**config.mk**
```make
export PLATFORM = sky130hd
export DESIGN_NAME = vga_mode_sequencer_flat
export DESIGN_NICKNAME = d
export VERILOG_FILES = /design/src/rtl/vga_mode_sequencer_if.sv /design/src/rtl/vga_mode_sequencer.sv /design/src/flat_wrapper.sv
export SDC_FILE = /design/constraint.sdc
export NUM_CORES = 1
export LEC_CHECK = 0
export CORE_UTILIZATION = 30
export CTS_BUF_LIST = sky130_fd_sc_hd__clkbuf_2 sky130_fd_sc_hd__clkbuf_4 sky130_fd_sc_hd__clkbuf_8
export DETAILED_ROUTE_END_ITERATION = 12
export GPL_TIMING_DRIVEN = 0
export PLACE_DENSITY = 0.47
export SYNTH_ARGS = -nofsm -noshare
export SYNTH_HDL_FRONTEND = slang
export SYNTH_SLANG_ARGS = --single-unit
```
**constraint.sdc**
```tcl
create_clock -name clk -period 1.8 [get_ports clk]
set_input_delay 0.36 -clock clk [delete_from_list [all_inputs] [get_ports clk]]
set_output_delay 0.36 -clock clk [all_outputs]
set_load 0.02 [all_outputs]
```
**src/rtl/vga_mode_sequencer_if.sv**
```systemverilog
// Control/status bundle between the frame timing logic and the mode sequencer.
// The sequencer side uses the slave modport; the master side drives frame_start and the buttons.
interface vga_mode_sequencer_if;
    logic       frame_start;
    logic       btn_next;
    logic       btn_hold;
    logic [2:0] inymode;
    logic       mixnoise;
    logic       usewobble;
    logic       auto_run;
    logic       mode_change;

    modport master (
        output frame_start, btn_next, btn_hold,
        input  inymode, mixnoise, usewobble, auto_run, mode_change
    );

    modport slave (
        input  frame_start, btn_next, btn_hold,
        output inymode, mixnoise, usewobble, auto_run, mode_change
    );
endinterface

```
**src/rtl/vga_mode_sequencer.sv**
```systemverilog
// Steps the pattern mode on a frame timer or debounced button presses.
// Define MODE_SEQ_WOBBLE_EN to extend the mode range to 0..31 and drive usewobble.
module vga_mode_sequencer #(
    parameter int unsigned FRAMES_PER_MODE = 120,
    parameter logic [4:0]  INIT_MODE       = 5'd0
) (
    input  logic                 clk,
    input  logic                 reset,
    vga_mode_sequencer_if.slave  seq
);
    localparam int unsigned CNT_W  = 10;
    localparam int unsigned MODE_W = 5;
    localparam logic [CNT_W-1:0] TERM_CNT = CNT_W'(FRAMES_PER_MODE - 1);
`ifdef MODE_SEQ_WOBBLE_EN
    localparam logic [MODE_W-1:0] MODE_MASK = 5'h1f;
`else
    localparam logic [MODE_W-1:0] MODE_MASK = 5'h0f;
`endif
    localparam logic [MODE_W-1:0] RESET_MODE = INIT_MODE & MODE_MASK;

    typedef enum logic {
        AUTO   = 1'b0,
        PAUSED = 1'b1
    } state_t;

    state_t              state_q, state_d;
    logic [CNT_W-1:0]    cnt_q, cnt_d;
    logic [MODE_W-1:0]   mode_q, mode_d;
    logic                mode_change_q, mode_change_d;
    logic [1:0]          next_sync_q, hold_sync_q;
    logic [1:0]          next_hist_q, next_hist_d;
    logic [1:0]          hold_hist_q, hold_hist_d;
    logic                next_press, hold_press, terminal, advance;

    // Synchronizers run every cycle; everything else only moves on frame_start.
    always_ff @(posedge clk) begin
        if (reset) begin
            next_sync_q   <= 2'b00;
            hold_sync_q   <= 2'b00;
            state_q       <= AUTO;
            cnt_q         <= '0;
            mode_q        <= RESET_MODE;
            mode_change_q <= 1'b0;
            next_hist_q   <= 2'b00;
            hold_hist_q   <= 2'b00;
        end else begin
            next_sync_q   <= {next_sync_q[0], seq.btn_next};
            hold_sync_q   <= {hold_sync_q[0], seq.btn_hold};
            state_q       <= state_d;
            cnt_q         <= cnt_d;
            mode_q        <= mode_d;
            mode_change_q <= mode_change_d;
            next_hist_q   <= next_hist_d;
            hold_hist_q   <= hold_hist_d;
        end
    end

    always_comb begin
        state_d       = state_q;
        cnt_d         = cnt_q;
        mode_d        = mode_q;
        mode_change_d = 1'b0;
        next_hist_d   = next_hist_q;
        hold_hist_d   = hold_hist_q;
        next_press    = 1'b0;
        hold_press    = 1'b0;
        terminal      = 1'b0;
        advance       = 1'b0;

        if (seq.frame_start) begin
            // A press is low-high-high across three consecutive frame samples.
            next_press  = ({next_hist_q, next_sync_q[1]} == 3'b011);
            hold_press  = ({hold_hist_q, hold_sync_q[1]} == 3'b011);
            next_hist_d = {next_hist_q[0], next_sync_q[1]};
            hold_hist_d = {hold_hist_q[0], hold_sync_q[1]};

            terminal = (state_q == AUTO) && (cnt_q == TERM_CNT);
            advance  = next_press || terminal;

            if (hold_press) begin
                state_d = (state_q == AUTO) ? PAUSED : AUTO;
            end

            if (advance) begin
                mode_d        = (mode_q + 5'd1) & MODE_MASK;
                cnt_d         = '0;
                mode_change_d = 1'b1;
            end else if (state_q == AUTO) begin
                cnt_d = cnt_q + 10'd1;
            end

            // Paused keeps the counter parked so resuming starts a full period.
            if (state_d == PAUSED) begin
                cnt_d = '0;
            end
        end
    end

    assign seq.inymode     = mode_q[2:0];
    assign seq.mixnoise    = mode_q[3];
`ifdef MODE_SEQ_WOBBLE_EN
    assign seq.usewobble   = mode_q[4];
`else
    assign seq.usewobble   = 1'b0;
`endif
    assign seq.auto_run    = (state_q == AUTO);
    assign seq.mode_change = mode_change_q;

endmodule

```
**src/flat_wrapper.sv**
```systemverilog
// flat-port wrapper written by rule: the top's interface ports become plain ports
module vga_mode_sequencer_flat 
#(
    parameter int unsigned FRAMES_PER_MODE = 120,
    parameter logic [4:0]  INIT_MODE       = 5'd0
)
  (clk, reset, seq_frame_start, seq_btn_next, seq_btn_hold, seq_inymode, seq_mixnoise, seq_usewobble, seq_auto_run, seq_mode_change);
  vga_mode_sequencer_if seq_i ();
  input  logic clk;
  input  logic reset;
  input wire logic [$bits(seq_i.frame_start)-1:0] seq_frame_start;
  input wire logic [$bits(seq_i.btn_next)-1:0] seq_btn_next;
  input wire logic [$bits(seq_i.btn_hold)-1:0] seq_btn_hold;
  output wire logic [$bits(seq_i.inymode)-1:0] seq_inymode;
  output wire logic [$bits(seq_i.mixnoise)-1:0] seq_mixnoise;
  output wire logic [$bits(seq_i.usewobble)-1:0] seq_usewobble;
  output wire logic [$bits(seq_i.auto_run)-1:0] seq_auto_run;
  output wire logic [$bits(seq_i.mode_change)-1:0] seq_mode_change;
  assign seq_i.frame_start = seq_frame_start;
  assign seq_i.btn_next = seq_btn_next;
  assign seq_i.btn_hold = seq_btn_hold;
  assign seq_inymode = seq_i.inymode;
  assign seq_mixnoise = seq_i.mixnoise;
  assign seq_usewobble = seq_i.usewobble;
  assign seq_auto_run = seq_i.auto_run;
  assign seq_mode_change = seq_i.mode_change;
  vga_mode_sequencer #(.FRAMES_PER_MODE(FRAMES_PER_MODE), .INIT_MODE(INIT_MODE)) u_core (.clk(clk), .reset(reset), .seq(seq_i));
endmodule
```
# Yosys cells after proc, flatten, opt, wreduce, memory -nomap -nowiden
# Index checks and enable logic that the tools add are counted.
[word_totals]
reg_bits = 24
output_inout_bits = 7
[classes]
reduce_logical = 5
eq_ne = 4
n_bitwise = 2
mux = 7
n_addsub = 2
[ops]
columns = ["operator", "count"]
rows = [
  ["10-bit two-way mux", 3],
  ["10-bit by 1-bit adder with 10-bit output (second input constant)", 1],
  ["10-bit by 7-bit equality test with 1-bit output (second input constant)", 1],
  ["3-bit by 2-bit equality test with 1-bit output (second input constant)", 2],
  ["4-bit by 1-bit adder with 4-bit output (second input constant)", 1],
  ["1-bit two-way mux", 4],
  ["2-bit AND reduction", 2],
  ["3-bit inequality test (second input constant)", 1],
  ["1-bit NOT", 2],
  ["2-bit OR reduction", 1],
  ["1-bit logical AND", 1],
  ["1-bit logical OR", 1],
]

# Depth between registers and ports, before layout
# Gate-level depths: netlist (run 1).
[depth]
word_depth = 5
ltp_mapped = 6
depth_no_buf = 5

# Worst setup path after synthesis (run 1)
# Ideal clock, no wire load.
[synth_timing]
path_type = "flip-flop to flip-flop"
start = "register u_core.cnt_q[0]"
end = "register u_core.mode_q[0]"
slack_ps = 121
setup_ps = 121
stages_incl_launch_ff = 7
required_time_ps = 1679
arrival_ps = 1558
path_cell_list = "dfxtp_1 > ha_1 > and4bb_2 > a31oi_1 > buf_2 > nor2b_1 > mux2_2"
[synth_via]
elab_chain_len = 4
[synth_lines]
columns = ["item", "line", "rtl"]
rows = [
  ["start: declaration", "vga_mode_sequencer.sv:27", "logic [CNT_W-1:0] cnt_q, cnt_d;"],
  ["start signal: assignment", "vga_mode_sequencer.sv:50", "cnt_q <= cnt_d;"],
  ["10-bit by 7-bit equality test with 1-bit output", "vga_mode_sequencer.sv:77", "terminal = (state_q == AUTO) && (cnt_q == TERM_CNT);"],
  ["1-bit logical AND", "vga_mode_sequencer.sv:77", ""],
  ["1-bit logical OR", "vga_mode_sequencer.sv:78", "advance = next_press || terminal;"],
  ["2-bit AND reduction (no line)", "--", ""],
  ["end signal: assignment", "vga_mode_sequencer.sv:51", "mode_q <= mode_d;"],
  ["end: declaration", "vga_mode_sequencer.sv:28", "logic [MODE_W-1:0] mode_q, mode_d;"],
]
# Every way passes these cells.
# A chain may end at the register's enable or synchronous reset.

# Final worst setup path (run 1)
[layout_timing]
start = "register u_core.cnt_q[0]"
end = "register u_core.cnt_q[3]"
[layout_via]
elab_chain_len = 5
elab_cells_between_ends = 9
classes_between = "1 x add/sub; 2 x eq/ne; 3 x mux; 3 x reduce/logical"
[layout_lines]
columns = ["item"]
rows = [
  ["branches (longest 5 deep; another with 10-bit by 1-bit adder with 10-bit output)"],
]
# Parallel ways; which one is timed is not known. The select of a mux whose other input is x is not followed.

==> reports/metrics.csv, run 1 <==
stage;metric;value;unit
drt;Remaining DRCs;0;
global_routing;initial antenna violation count;0;
clocking;TritonCTS clock tree;yes;
global_routing;remaining global-route overflow;0;
worst_setup_path;Worst EP required;1990;ps
worst_setup_path;critical path peak fanout;5;
worst_setup_path;critical path launch point type;flip-flop;
timing;period utilization;0.950;
power;sequential share of power;0.503;
layout;most frequent cells in the layout;21 x dfxtp_1, 9 x nand2_1, 9 x nor2_1;
layout;commonest non-fill, non-tap cell in the layout;dfxtp_1;
placed_design;placed cell area;1340;um^2
layout;Util after Layout;0.391;
floorplanning;Initial Util;0.318;
logic_synthesis;post-synth top area cell;dfxtp_1;
worst_setup_path;R2R setup slack;90;ps
drt;1st-iter DRT viols;26;
clocking;cts bufs inserted;3;
timing;setup violators final;0;
hold_path;Hold Path Sink;u_core.hold_sync_q[1];
layout;Ant. Diodes;0;
run_status;status;complete, no violations;
power;peak supply drop;0.000521;V
drt;via count;999;
clocking;Clock transition at path regs;80;ps
layout;share of cells above drive strength 1;0.164;
worst_setup_path;Worst setup startpoint;u_core.cnt_q[0];
timing;setup TNS;0;ps
floorplanning;Die H;65.0;um
logic_synthesis;synth warn;0;
timing;Final Max Tran Viols;0;
worst_setup_path;critical path class;reg2reg;
worst_setup_path;Worst R2R Path Depth;6;
logic_synthesis;Synth Net Count;138;
run;max_cap viols;0;
logic_synthesis;post-synthesis sequential area ratio;0.404;
clocking;CTS Root Cell;clkbuf_8;
logic_synthesis;post-synthesis cell area;1190;um^2
layout;fin area;1470;um^2
timing;Tmin final;1710;ps
timing;final hold viol count;0;
logic_synthesis;Distinct cells, synth;38;
hold_path;worst min-delay path startpoint;u_core.hold_sync_q[0];
drt;vias per cell;5.15;
power;P per Cell Area;744;nW/um^2
timing;Final Skew;2.28;ps
logic_synthesis;synth top area cells;dfxtp_1 40%, nand3b_1 5.0%, mux2i_1 4.2%;
hold_path;WHS Path Cells;1;
global_routing;first-pass GRT wire length;4.43;mm
clocking;clock sinks;24;
global_routing;largest net degree at the start of global routing;15;
worst_setup_path;Worst R2R End;u_core.cnt_q[3];
worst_setup_path;Worst Path Arrival;1900;ps
power;NetSw;219;uW
power;Switching Share;0.201;
clocking;CTS Buffer Depth;2;
logic_synthesis;ys async rst share;0;
logic_synthesis;cells after synthesis;131;
placed_design;# port buffers;9;
power;Static Leak;0.527;nW
floorplanning;placeable core region;3740;um^2
floorplanning;Std-Cell Rows;22;
floorplanning;area of the die;4220;um^2
logic_synthesis;Main synth FF type;dfxtp_1;
layout;Layout area overhead;23.1;%
timing;Slew @ Worst Pin;614;ps
logic_synthesis;number of flops mapped to enable cells by yosys;0;
power;clock share of power;0.432;
clocking;htree depth;1;
worst_setup_path;FF-to-FF Start;u_core.cnt_q[0];
layout;final cell count without fillers;194;
floorplanning;die extent in x;65.0;um
floorplanning;Ports;12;
timing;max frequency;585;MHz
drt;drt wl/cell;13.3;um
clocking;# hold bufs at CTS;0;
worst_setup_path;Worst Setup End Kind;flip-flop;
hold_path;HP Class;reg2reg;
global_routing;Total GRT Usage;0.143;
power;Pint;871;uW
timing;worst hold slack;448;ps
global_routing;vias in the first global route;939;
layout;Final #Nets;154;
drt;Initial DRT Pass Iterations;4;
drt;Routed WL;2.57;mm
power;Logic pwr share;0.065;
clocking;Clock Latency Late Sink;270;ps
placed_design;DP Cell Count;188;
timing;Rel. slew slack;0.589;
drt;Antenna Nets Post-Route;0;
logic_synthesis;Mean Syn Cell Area;9.08;um^2
logic_synthesis;top-area cell type share of the netlist area;0.404;
placed_design;gpl congestion;0.770;
placed_design;hpwl dp;1.80;mm
logic_synthesis;Yosys reg bits;24;
## through the flow
| step | worst slack [ps] | power (mW) |
|---|---|---|
| final | 90.9 | 1.09 |
| after global routing | -4.01 | 1.15 |
| after CTS | 2.03 | 1.11 |
| after detailed placement | -359 | 0.629 |
| after global placement | -343 | 0.628 |
| after floorplan | 121 | 0.605 |
## flip-flops by register name, summed over array words and instances (netlist names)
signal,cells
u_core.state_q,1
u_core.cnt_q,10
u_core.next_hist_q,2
u_core.seq.mode_change,1
u_core.mode_q,4
u_core.hold_hist_q,2
u_core.next_sync_q,2
u_core.hold_sync_q,2
## worst max-delay path, stage by stage, from the launching register on
cell      delay, ps
dfxtp_4         370
ha_2            200
and4bb_2        250
a31oi_2         230
buf_4           200
nand3b_1        180
o211ai_1        220
## layer usage
layer / track usage / wire length, um
met2: 0.229 / 1200
met5: 0 / 0
met4: 0.0778 / 61
met3: 0.0423 / 71
met1: 0.168 / 1240
## power by group through the flow
stage	Sequential [mW]	Combinational (mW)	Clock (mW)
floorplan	0.558	0.0472	0
global placement	0.560	0.0678	0
detailed placement	0.560	0.0683	0
CTS	0.549	0.0706	0.490
global route	0.550	0.0790	0.520
finish	0.548	0.0709	0.471
## timing repair
| item | in CTS | in global routing |
|---|---|---|
| pin swaps | 0 | 1 |
| cloned | 0 | 1 |
| setup endpoints to repair | 9 | 9 |
| hold endpoints to repair | 0 | 0 |
| gates resized for setup | 5 | 11 |
| buffers inserted | 0 | 1 |
## cells by family (layout without fill, tap and decap cells)
kind of cell             count (synthesis)  in the layout  share of synthesized area
AO/OA/AOI/OAI                           17             17                      0.105
XOR/XNOR                                 2              2                     0.0147
adder cells (fa/ha/maj)                  2              2                     0.0210
buffers and inverters                   11             26                     0.0410
flip-flops                              24             24                      0.404
multiplexers                             6              6                     0.0515
other                                    1              1                    0.00315
AND/OR/NAND/NOR                         68             68                      0.360
## how the worst max path moves through the flow
| stage | slack [ps] | to |
|---|---|---|
| floorplan | 120 | u_core.mode_q[0] |
| global placement | -340 | u_core.cnt_q[5] |
| detailed placement | -360 | u_core.cnt_q[5] |
| CTS | 2 | u_core.cnt_q[5] |
| global route | -4 | u_core.cnt_q[2] |
| finish | 90 | u_core.cnt_q[3] |
## synthesized netlist by cell type, drive strengths merged (2+ instances only)
cell,count
a21oi,4
a31oi,3
and3,3
and3b,2
and4,2
buf,5
clkbuf,3
dfxtp,24
ha,2
inv,3
mux2i,5
nand2,9
nand2b,5
nand3,8
nand3b,8
nand4,3
nand4b,4
nor2,9
nor2b,7
o211ai,4
o21ai,2
or3,2
xnor2,2
## cell type report
class | instances | area [um^2]
fillers | 399 | 2280
well taps | 48 | 60.1
clock buffers | 3 | 41.3
clock inverters | 1 | 30.0
flip-flops and latches | 24 | 487
repair buffers | 11 | 105
multi-input cells | 96 | 688
plain buffers | 8 | 42.5
inverters | 3 | 11.3
Note: power is estimated with default switching activity, not from simulation.
==> run 2, diff against run 1 <==
--- a/config.mk
+++ b/config.mk
@@ -5,11 +5,10 @@
 export SDC_FILE = /design/constraint.sdc
 export NUM_CORES = 1
 export LEC_CHECK = 0
-export CORE_UTILIZATION = 30
+export CORE_UTILIZATION = 45
 export CTS_BUF_LIST = sky130_fd_sc_hd__clkbuf_2 sky130_fd_sc_hd__clkbuf_4 sky130_fd_sc_hd__clkbuf_8
 export DETAILED_ROUTE_END_ITERATION = 12
-export GPL_TIMING_DRIVEN = 0
-export PLACE_DENSITY = 0.47
+export PLACE_DENSITY = 0.65
 export SYNTH_ARGS = -nofsm -noshare
 export SYNTH_HDL_FRONTEND = slang
 export SYNTH_SLANG_ARGS = --single-unit
==> run 2 against run 1 <==
  * Flip-flop and latch count stayed put
  * Via count grew 0.50%
  * Utilization grew 18 points
  * Maximum frequency down 0.35%
  * Worst setup slack got worse by 6.1 ps
  * Die area down 32%
  * Routed wire length is 8.6% lower
  * Register-to-register slack better by 30 ps
  * Total power fell by 6.8%
  * Global-route usage increased by 5.3 points
  * Critical endpoint is now seq_inymode[0]
==> reports/metrics.csv, run 2 (synthesis gave the netlist of run 1 again) <==
stage;metric;value;unit
worst_setup_path;CP max stage cell;clkdlybuf4s50_1;
layout;multi-input combinational cell area;672;um^2
run_status;status;complete, no violations;
layout;Ant. Diodes;0;
layout;commonest non-fill, non-tap cell in the layout;dfxtp_1;
layout;Top Registers;u_core.cnt_q: 10 flops, u_core.mode_q: 4 flops;
timing;max frequency;583;MHz
worst_setup_path;CP Depth;1;
floorplanning;Ports;12;
worst_setup_path;Worst Path Arrival;1360;ps
clocking;cts bufs inserted;3;
drt;Routed WL;2.35;mm
worst_setup_path;CP Cell Sequence;clkdlybuf4s50_1;
timing;period utilization;0.953;
placed_design;gpl congestion;0.860;
worst_setup_path;FF-to-FF Start;u_core.cnt_q[0];
drt;Antenna Nets Post-Route;0;
clocking;TritonCTS clock tree;yes;
timing;setup TNS;0;ps
clocking;CTS Root Cell;clkbuf_4;
worst_setup_path;Crit path largest cell delay;620;ps
worst_setup_path;family with the most delay on the worst path;buffers and inverters;
layout;Layout area overhead;20.0;%
worst_setup_path;critical path launch point type;flip-flop;
placed_design;hpwl dp;1.71;mm
drt;drt wl/cell;13.3;um
worst_setup_path;R2R setup slack;120;ps
clocking;htree depth;1;
drt;Initial DRT Pass Iterations;5;
global_routing;initial antenna violation count;0;
worst_setup_path;critical path class;reg2out;
clocking;clock sinks;24;
floorplanning;placeable core region;2480;um^2
power;peak supply drop;0.000552;V
layout;final cell count without fillers;177;
global_routing;remaining global-route overflow;0;
layout;register area;480;um^2
run;max_cap viols;0;
worst_setup_path;CP Capture Point;seq_inymode[0];
timing;Final Max Tran Viols;0;
layout;Final #Nets;155;
worst_setup_path;Worst R2R Path Depth;6;
floorplanning;Std-Cell Rows;18;
global_routing;Total GRT Usage;0.196;
global_routing;vias in the first global route;947;
global_routing;first-pass GRT wire length;4.13;mm
floorplanning;area of the die;2850;um^2
drt;Remaining DRCs;0;
hold_path;HP Class;reg2reg;
global_routing;largest net degree at the start of global routing;30;
drt;vias per cell;5.67;
timing;RSZ-0062 raised after global routing;false;
worst_setup_path;Critical path buffers and inverters;1;
clocking;Clock transition at path regs;140;ps
layout;share of cells above drive strength 1;0.156;
power;Static Leak;0.530;nW
timing;Final Skew;8.47;ps
floorplanning;Initial Util;0.480;
drt;1st-iter DRT viols;15;
placed_design;DP Cell Count;173;
worst_setup_path;critical path peak fanout;5;
clocking;post-CTS repair timing setup buffer count;0;
power;P per Cell Area;712;nW/um^2
layout;FILL cells;238;
layout;most frequent cells in the layout;24 x dfxtp_1, 10 x buf_4, 9 x nand2_1, 9 x nor2_1, 9 x clkdlybuf4s50_1;
clocking;CTS Buffer Depth;2;
layout;Biggest register;u_core.cnt_q;
timing;setup violators final;0;
floorplanning;die extent in x;53.4;um
worst_setup_path;Worst setup startpoint;u_core.mode_q[0];
timing;Tmin final;1720;ps
worst_setup_path;Worst Setup End Kind;output pin;
worst_setup_path;Worst EP required;1440;ps
placed_design;# port buffers;10;
clocking;Clock Latency Late Sink;320;ps
worst_setup_path;Worst R2R End;u_core.mode_q[3];
floorplanning;Die H;53.4;um
drt;via count;1004;
layout;Largest register FFs;10;
timing;final hold viol count;0;
-- run 2: repair_timing --
action,CTS,global route
hold buffers,0,0
gates resized for setup,1,3
setup endpoints to repair,1,6
-- run 2: where the power goes --
part / switching (mW) / leakage (nW) / internal (mW)
combinational: 0.0384 / 0.307 / 0.0383
sequential: 0.00558 / 0.195 / 0.541
clock: 0.167 / 0.0279 / 0.225
total: 0.211 / 0.530 / 0.805
-- run 2: worst min-delay path by stage --
| stage | start | end | slack, ps | depth (start not counted) |
|---|---|---|---|---|
| after detailed placement | u_core.next_sync_q[0] | u_core.next_sync_q[1] | 430 | 1 |
| after floorplan | u_core.hold_sync_q[0] | u_core.hold_sync_q[1] | 410 | 1 |
| after CTS | u_core.hold_sync_q[0] | u_core.hold_sync_q[1] | 460 | 1 |
| after global routing | u_core.next_sync_q[0] | u_core.next_sync_q[1] | 470 | 1 |
| final | u_core.next_sync_q[0] | u_core.next_sync_q[1] | 460 | 1 |
| after global placement | u_core.next_sync_q[0] | u_core.next_sync_q[1] | 430 | 1 |
-- run 2: layout make-up --
type | count | share of cell area
repair buffers | 20 | 0.122
inverters | 3 | 0.00789
multi-input cells | 96 | 0.471
well taps | 30 | 0.0263
clock inverters | 1 | 0.0210
clock buffers | 3 | 0.0158
flip-flops and latches | 24 | 0.337
-- run 2: metal layers --
metal,vias to the layer above,GRT usage,wire length (um)
li1,500,-,-
met1,473,0.256,1090
met2,27,0.317,1120
met3,4,0.0374,123
met4,0,0.0658,17
met5,-,0,0
-- run 2: stage by stage --
step / util / setup WS, ps / area [um^2] / hold WS [ps] / power (mW)
2_1_floorplan: - / 121 / 1190 / 414 / 0.605
3_3_place_gp: 0.551 / 58.2 / 1370 / 427 / 0.632
3_5_place_dp: 0.551 / 75.5 / 1370 / 428 / 0.635
4_1_cts: 0.572 / 53.4 / 1420 / 462 / 1.02
5_1_grt: 0.576 / 11.6 / 1430 / 473 / 1.05
6_report: 0.576 / 84.8 / 1430 / 458 / 1.02
==> variant 1 (flow settings as in run 1) <==
`INIT_MODE` is set to 5'd0 in 2 places; all go to 5'd1.
--- a/src/rtl/vga_mode_sequencer.sv
+++ b/src/rtl/vga_mode_sequencer.sv
@@ -4,3 +4,3 @@
     parameter int unsigned FRAMES_PER_MODE = 120,
-    parameter logic [4:0]  INIT_MODE       = 5'd0
+    parameter logic [4:0]  INIT_MODE       = 5'd1
 ) (
--- a/src/flat_wrapper.sv
+++ b/src/flat_wrapper.sv
@@ -4,3 +4,3 @@
     parameter int unsigned FRAMES_PER_MODE = 120,
-    parameter logic [4:0]  INIT_MODE       = 5'd0
+    parameter logic [4:0]  INIT_MODE       = 5'd1
 )
Check against the original RTL: not equivalent (a bounded check fails within 4 cycles, from zero or initial values and one cycle with reset high).
==> variant 1 against run 1 <==
Total power decreased by 16%. Sequential cell count unchanged. Die area decreased by 0.61%. Design area decreased by 6.2%. Via count increased by 1.8%. Routed wire length increased by 6.1%. Clock power decreased by 34%. Area after synthesis decreased by 0.63%. Maximum frequency decreased by 1.4%. Worst setup slack got worse by 0.024 ns. Worst hold slack got worse by 0.0034 ns. Largest cell class unchanged.
==> variant 1: results (changes against run 1) <==
Final layout
  • Largest registers: u_core.cnt_q: 10 flops, u_core.mode_q: 4 flops (unchanged)
  • # fillers: 404 (was 399)
  • Final nets: 153 (was 154)
  • Number of antenna repair diodes: 0 (unchanged)
  • Fraction of final layout cells sized beyond drive strength 1: 9.03% (was 16.4%)

Min path
  • Class of the tightest hold or removal check: reg2reg (unchanged)

GRT
  • Initial antenna violation count: 0 (unchanged)
  • Wire length of the first global-routing pass: 4.57 mm (was 4.43 mm)
  • Vias in the first global route: 1018 (was 939)
  • Tot GR Track Use: 14.1% (was 14.3%)
  • Pin count of the biggest net entering global routing: 13 (was 15)

Clocking
  • Clock tree buffer depth: 2 (unchanged)
  • Count of hold-fix buffers inserted at cts: 0 (unchanged)
  • Number of buffers inserted to repair setup after CTS: 0 (unchanged)
  • Post-cts repair resize count: 0 (was 5)
  • Skew-Pair Late Insertion Delay: roughly 0.26 ns
  • Total CTS buffers: 3 (unchanged)

Route
  • Count of TritonRoute iterations in the first routing pass: 4 (unchanged)
  • Average routed wire per standard cell: 14.2 um (was 13.3 um)
  • Number of violations reported at the end of detailed-routing iteration 0: 73 (was 26)
  • Met1 WL: 1.29 mm (was 1.24 mm)
  • Met2 Routed Length: 1.32 mm (was 1.20 mm)
  • Uppermost layer routed: met4 (unchanged)
  • Via count normalized by instance count: 5.30 (was 5.15)
  • Detailed route wirelength on metal3: 96 um (was 71 um)

STA
  • Final Max Slew Viols: 0 (unchanged)
  • Worst Tran Pin Value: 0.770 ns (was 0.614 ns)
  • Worst setup skew after layout: 0.00469 ns (was 0.00228 ns)

Run status
  • Run status: finished clean (unchanged)

Yosys
  • Leading post-synthesis cells by cell area: sky130_fd_sc_hd__dfxtp_1 41%, sky130_fd_sc_hd__nand4_1 7.4%, sky130_fd_sc_hd__mux2i_1 5.1% (was sky130_fd_sc_hd__dfxtp_1 40%, sky130_fd_sc_hd__nand3b_1 5.0%, sky130_fd_sc_hd__mux2i_1 4.2%)
  • Sequential area share after synthesis: 40.6% (was 40.4%)
  • Top post-synthesis cells by count: 24 x sky130_fd_sc_hd__dfxtp_1, 14 x sky130_fd_sc_hd__nand4_1, 12 x sky130_fd_sc_hd__nand2_1, 8 x sky130_fd_sc_hd__nor2_1, 8 x sky130_fd_sc_hd__nor2b_1 (was 24 x sky130_fd_sc_hd__dfxtp_1, 9 x sky130_fd_sc_hd__nand2_1, 9 x sky130_fd_sc_hd__nor2_1, 8 x sky130_fd_sc_hd__nand3_1, 8 x sky130_fd_sc_hd__nand3b_1)
  • Share of synthesized flip-flops with an asynchronous set or reset: 0% (unchanged)
  • Syn Nets: 139 (was 138)
  • Count of distinct cell types in the synthesized netlist: 36 (was 38)

Placement
  • Number of port buffers: 9 (unchanged)
  • Placed wire-length estimate: 1.92 mm (was 1.80 mm)
  • Global placement routability congestion: 0.692 (was 0.770)
  • Worst slack after detailed placement: 0.0807 ns (was -0.359 ns)

Power and ir drop
  • Leakage power figure: 0.446 nW (was 0.527 nW)
  • Worst ir drop on vdd: 0.322 mV (was 0.521 mV)

Worst setup path
  • Crit-path max FO: 3 (was 5)
## variant 1: layout make-up
class,instances,area [um^2],area share [%]
Multi-Input combinational cell,97,638,46.4
Sequential cell,24,480,35.0
Timing Repair Buffer,9,90.1,6.56
Tap cell,48,60.1,4.37
Buffer,9,56.3,4.10
Clock buffer,3,41.3,3.01
Inverter,2,7.51,0.546
## variant 1: worst paths after layout
kind / start / to / slack [ns] / cells after the start
setup / recovery: u_core.state_q / seq_auto_run / 0.07 / 2
hold / removal: u_core.next_sync_q[0] / u_core.next_sync_q[1] / 0.44 / 1
setup reg to reg: u_core.cnt_q[0] / u_core.cnt_q[5] / 0.12 / 6
hold reg to reg: u_core.next_sync_q[0] / u_core.next_sync_q[1] / 0.44 / 1
## variant 1: layer usage
| metal | vias to the layer above | track usage (%) |
|---|---|---|
| met3 | 2 | 3.70 |
| met5 | - | 0 |
| met2 | 18 | 24.1 |
| li1 | 514 | - |
| met4 | 0 | 3.33 |
| met1 | 483 | 17.5 |
## variant 1: cells by family (layout without fill, tap and decap cells)
kind of cell | Yosys count | count (layout) | share of synthesized area (%)
adders and majority gates | 2 | 2 | 2.12
and+or+nand+nor | 63 | 63 | 30.4
buffers and inverters | 11 | 23 | 5.40
DFF | 24 | 24 | 40.6
other | 1 | 1 | 0.317
xor gates and xnor gates | 2 | 2 | 2.12
AOI/OAI and AO/OA | 23 | 23 | 14.0
muxes | 6 | 6 | 5.08
## variant 1: report_power, final
group | internal, mW | leakage, nW | switching, mW
Combinational | 0.0248 | 0.230 | 0.0331
Sequential | 0.540 | 0.195 | 0.00815
Clock | 0.150 | 0.0216 | 0.163
Total | 0.715 | 0.446 | 0.205
## variant 1: metrics by stage
stage                     power, mW  hold slack, ns  cell area [um^2]  instances
after floorplan               0.598           0.414              1180        132
after global placement        0.618           0.446              1330        189
after detailed placement      0.620           0.435              1330        189
after CTS                     0.936           0.455              1370        192
after global routing          0.964           0.465              1370        192
final                         0.920           0.445              1370        192
## variant 1: worst max-delay path, cell delays in order, from the launching register on
cell and delay, ns:
sky130_fd_sc_hd__dfxtp_1 0.33, sky130_fd_sc_hd__inv_1 0.15, sky130_fd_sc_hd__clkdlybuf4s50_1 0.63
==> variant 2 (flow settings as in run 1) <==
Without the edit above. One comparison of `cnt_q` changes from == to >=.
--- a/src/rtl/vga_mode_sequencer.sv
+++ b/src/rtl/vga_mode_sequencer.sv
@@ -76,3 +76,3 @@
 
-            terminal = (state_q == AUTO) && (cnt_q == TERM_CNT);
+            terminal = (state_q == AUTO) && (cnt_q >= TERM_CNT);
             advance  = next_press || terminal;
Formal check against the unedited RTL: same outputs for any inputs over 10 cycles, from zero or initial values and one cycle with reset high; that may be too few to reach the edited logic, so the function may still have changed.
==> variant 2 against run 1 <==
Sequential cell count unchanged. Clock power decreased by 17%. Sequential share of layout area increased by 5.6 points. Total power decreased by 8.3%. Worst setup slack got worse by 0.0098 ns. Maximum frequency decreased by 0.57%. Design area decreased by 16%. Routed wire length decreased by 32%. Area after synthesis decreased by 14%.
==> variant 2: results (changes against run 1) <==
Yosys
  • Leading post-synthesis cells by cell area: sky130_fd_sc_hd__dfxtp_1 47%, sky130_fd_sc_hd__nor2_1 7.3%, sky130_fd_sc_hd__xor2_1 6.8% (was sky130_fd_sc_hd__dfxtp_1 40%, sky130_fd_sc_hd__nand3b_1 5.0%, sky130_fd_sc_hd__mux2i_1 4.2%)
  • Top post-synthesis cells by count: 24 x sky130_fd_sc_hd__dfxtp_1, 20 x sky130_fd_sc_hd__nor2_1, 9 x sky130_fd_sc_hd__nand2_1, 8 x sky130_fd_sc_hd__xor2_1, 6 x sky130_fd_sc_hd__mux2i_1 (was 24 x sky130_fd_sc_hd__dfxtp_1, 9 x sky130_fd_sc_hd__nand2_1, 9 x sky130_fd_sc_hd__nor2_1, 8 x sky130_fd_sc_hd__nand3_1, 8 x sky130_fd_sc_hd__nand3b_1)

Final layout
  • Multi-input gate count: 77 (was 96)
  • Number of non-clock buffers: 12 (was 19)
  • Sequential cell area: 480 um^2 (was 487 um^2)
  • Area taken by multi-input logic gates: 519 um^2 (was 688 um^2)
  • Area share of buffers outside the clock network: 9.51% (was 10.1%)
  • Fraction of final layout cells sized beyond drive strength 1: 10.8% (was 16.4%)

Worst setup path
  • Kind of cell adding the most delay to the critical path: buffers and inverters (was compound AO/OA/AOI/OAI gates)
  • Crit-path max FO: 4 (was 5)
  • Largest incremental delay on the critical path: 0.63 ns (was 0.37 ns)
  • Critical path startpoint: u_core.mode_q[0] (was u_core.cnt_q[0])
  • Critical path arrival: 1.36 ns (was 1.90 ns)

Min path
  • Startpoint of the most critical hold path: seq_frame_start (was u_core.hold_sync_q[0])
  • Class of the tightest hold or removal check: in2reg (was reg2reg)
  • Number of instances on the worst hold path: 3 (was 1)

Run status
  • Run status: finished clean (unchanged)

Power and ir drop
  • Switching part of the total power: 20.4% (was 20.1%)
  • Worst ir drop on vdd: 0.409 mV (was 0.521 mV)
  • Combinational cell power: 56.8 uW (was 70.9 uW)
  • Leakage power figure: 0.489 nW (was 0.527 nW)
  • Seq group: 550 uW (was 548 uW)

Clocking
  • Post-cts repair resize count: 0 (was 5)
  • CTS clk-pin slew, worst paths: 0.14 ns (was 0.08 ns)
  • Skew-Pair Late Insertion Delay: 0.32 ns (was 0.27 ns)
  • Root buffer cell: sky130_fd_sc_hd__clkbuf_4 (was sky130_fd_sc_hd__clkbuf_8)

Placement
  • Global placement routability congestion: 0.668 (was 0.770)
  • Placed wire-length estimate: 1.24 mm (was 1.80 mm)

GRT
  • Vias in the first global route: 679 (was 939)
  • Wire length of the first global-routing pass: 2.96 mm (was 4.43 mm)
  • Tot GR Track Use: 11.0% (was 14.3%)

Route
  • Routed vias: 715 (was 999)
  • Average routed wire per standard cell: 10.7 um (was 13.3 um)
  • Number of violations reported at the end of detailed-routing iteration 0: 22 (was 26)
[variant 2: changes by cell type in the layout (fill, tap and decap cells not counted), sizes merged, moves of 5 or more]
cell and change:
nor2 +11, nand2b -5, nand3b -7, nand3 -5
xor2 +8, buf -6
[variant 2: kinds of logic (layout without fill, tap and decap cells)]
logic type               Yosys count  in the layout  synth area share [%]
AND/OR/NAND/NOR                   47             47                  23.2
flip-flops                        24             24                  46.9
XOR/XNOR                          11             11                  9.41
AO/OA/AOI/OAI                     10             10                  8.19
multiplexers                       6              6                  5.87
buffers and inverters              6             19                  3.54
adder cells (fa/ha/maj)            2              2                  2.44
other                              1              1                 0.366
[variant 2: layer usage]
layer | vias to the layer above | GRT usage (%) | share of wire [%]
met5 | - | 0 | 0
met4 | 0 | 5.84 | 1.8
met3 | 5 | 1.92 | 2.9
met2 | 10 | 17.6 | 45
met1 | 322 | 14.1 | 50
li1 | 378 | - | -
[variant 2: per-stage QoR]
stage | power [mW] | cell area, um^2 | util [%] | worst slack (ns) | instances
6_report | 0.999 | 1240 | 39.2 | 0.0811 | 164
5_1_grt | 1.05 | 1240 | 39.2 | 0.00188 | 164
4_1_cts | 1.01 | 1220 | 38.7 | 0.0391 | 164
3_5_place_dp | 0.617 | 1170 | 37.1 | 0.0803 | 160
3_3_place_gp | 0.615 | 1170 | 37.1 | 0.0595 | 160
2_1_floorplan | 0.600 | 1020 | - | 0.324 | 107
[variant 2: worst paths after layout]
check                     endpoint  slack (ns)
max reg2reg        u_core.cnt_q[6]        0.16
min          u_core.next_hist_q[0]        0.36
min reg2reg  u_core.next_sync_q[1]        0.45
max                 seq_inymode[0]        0.08
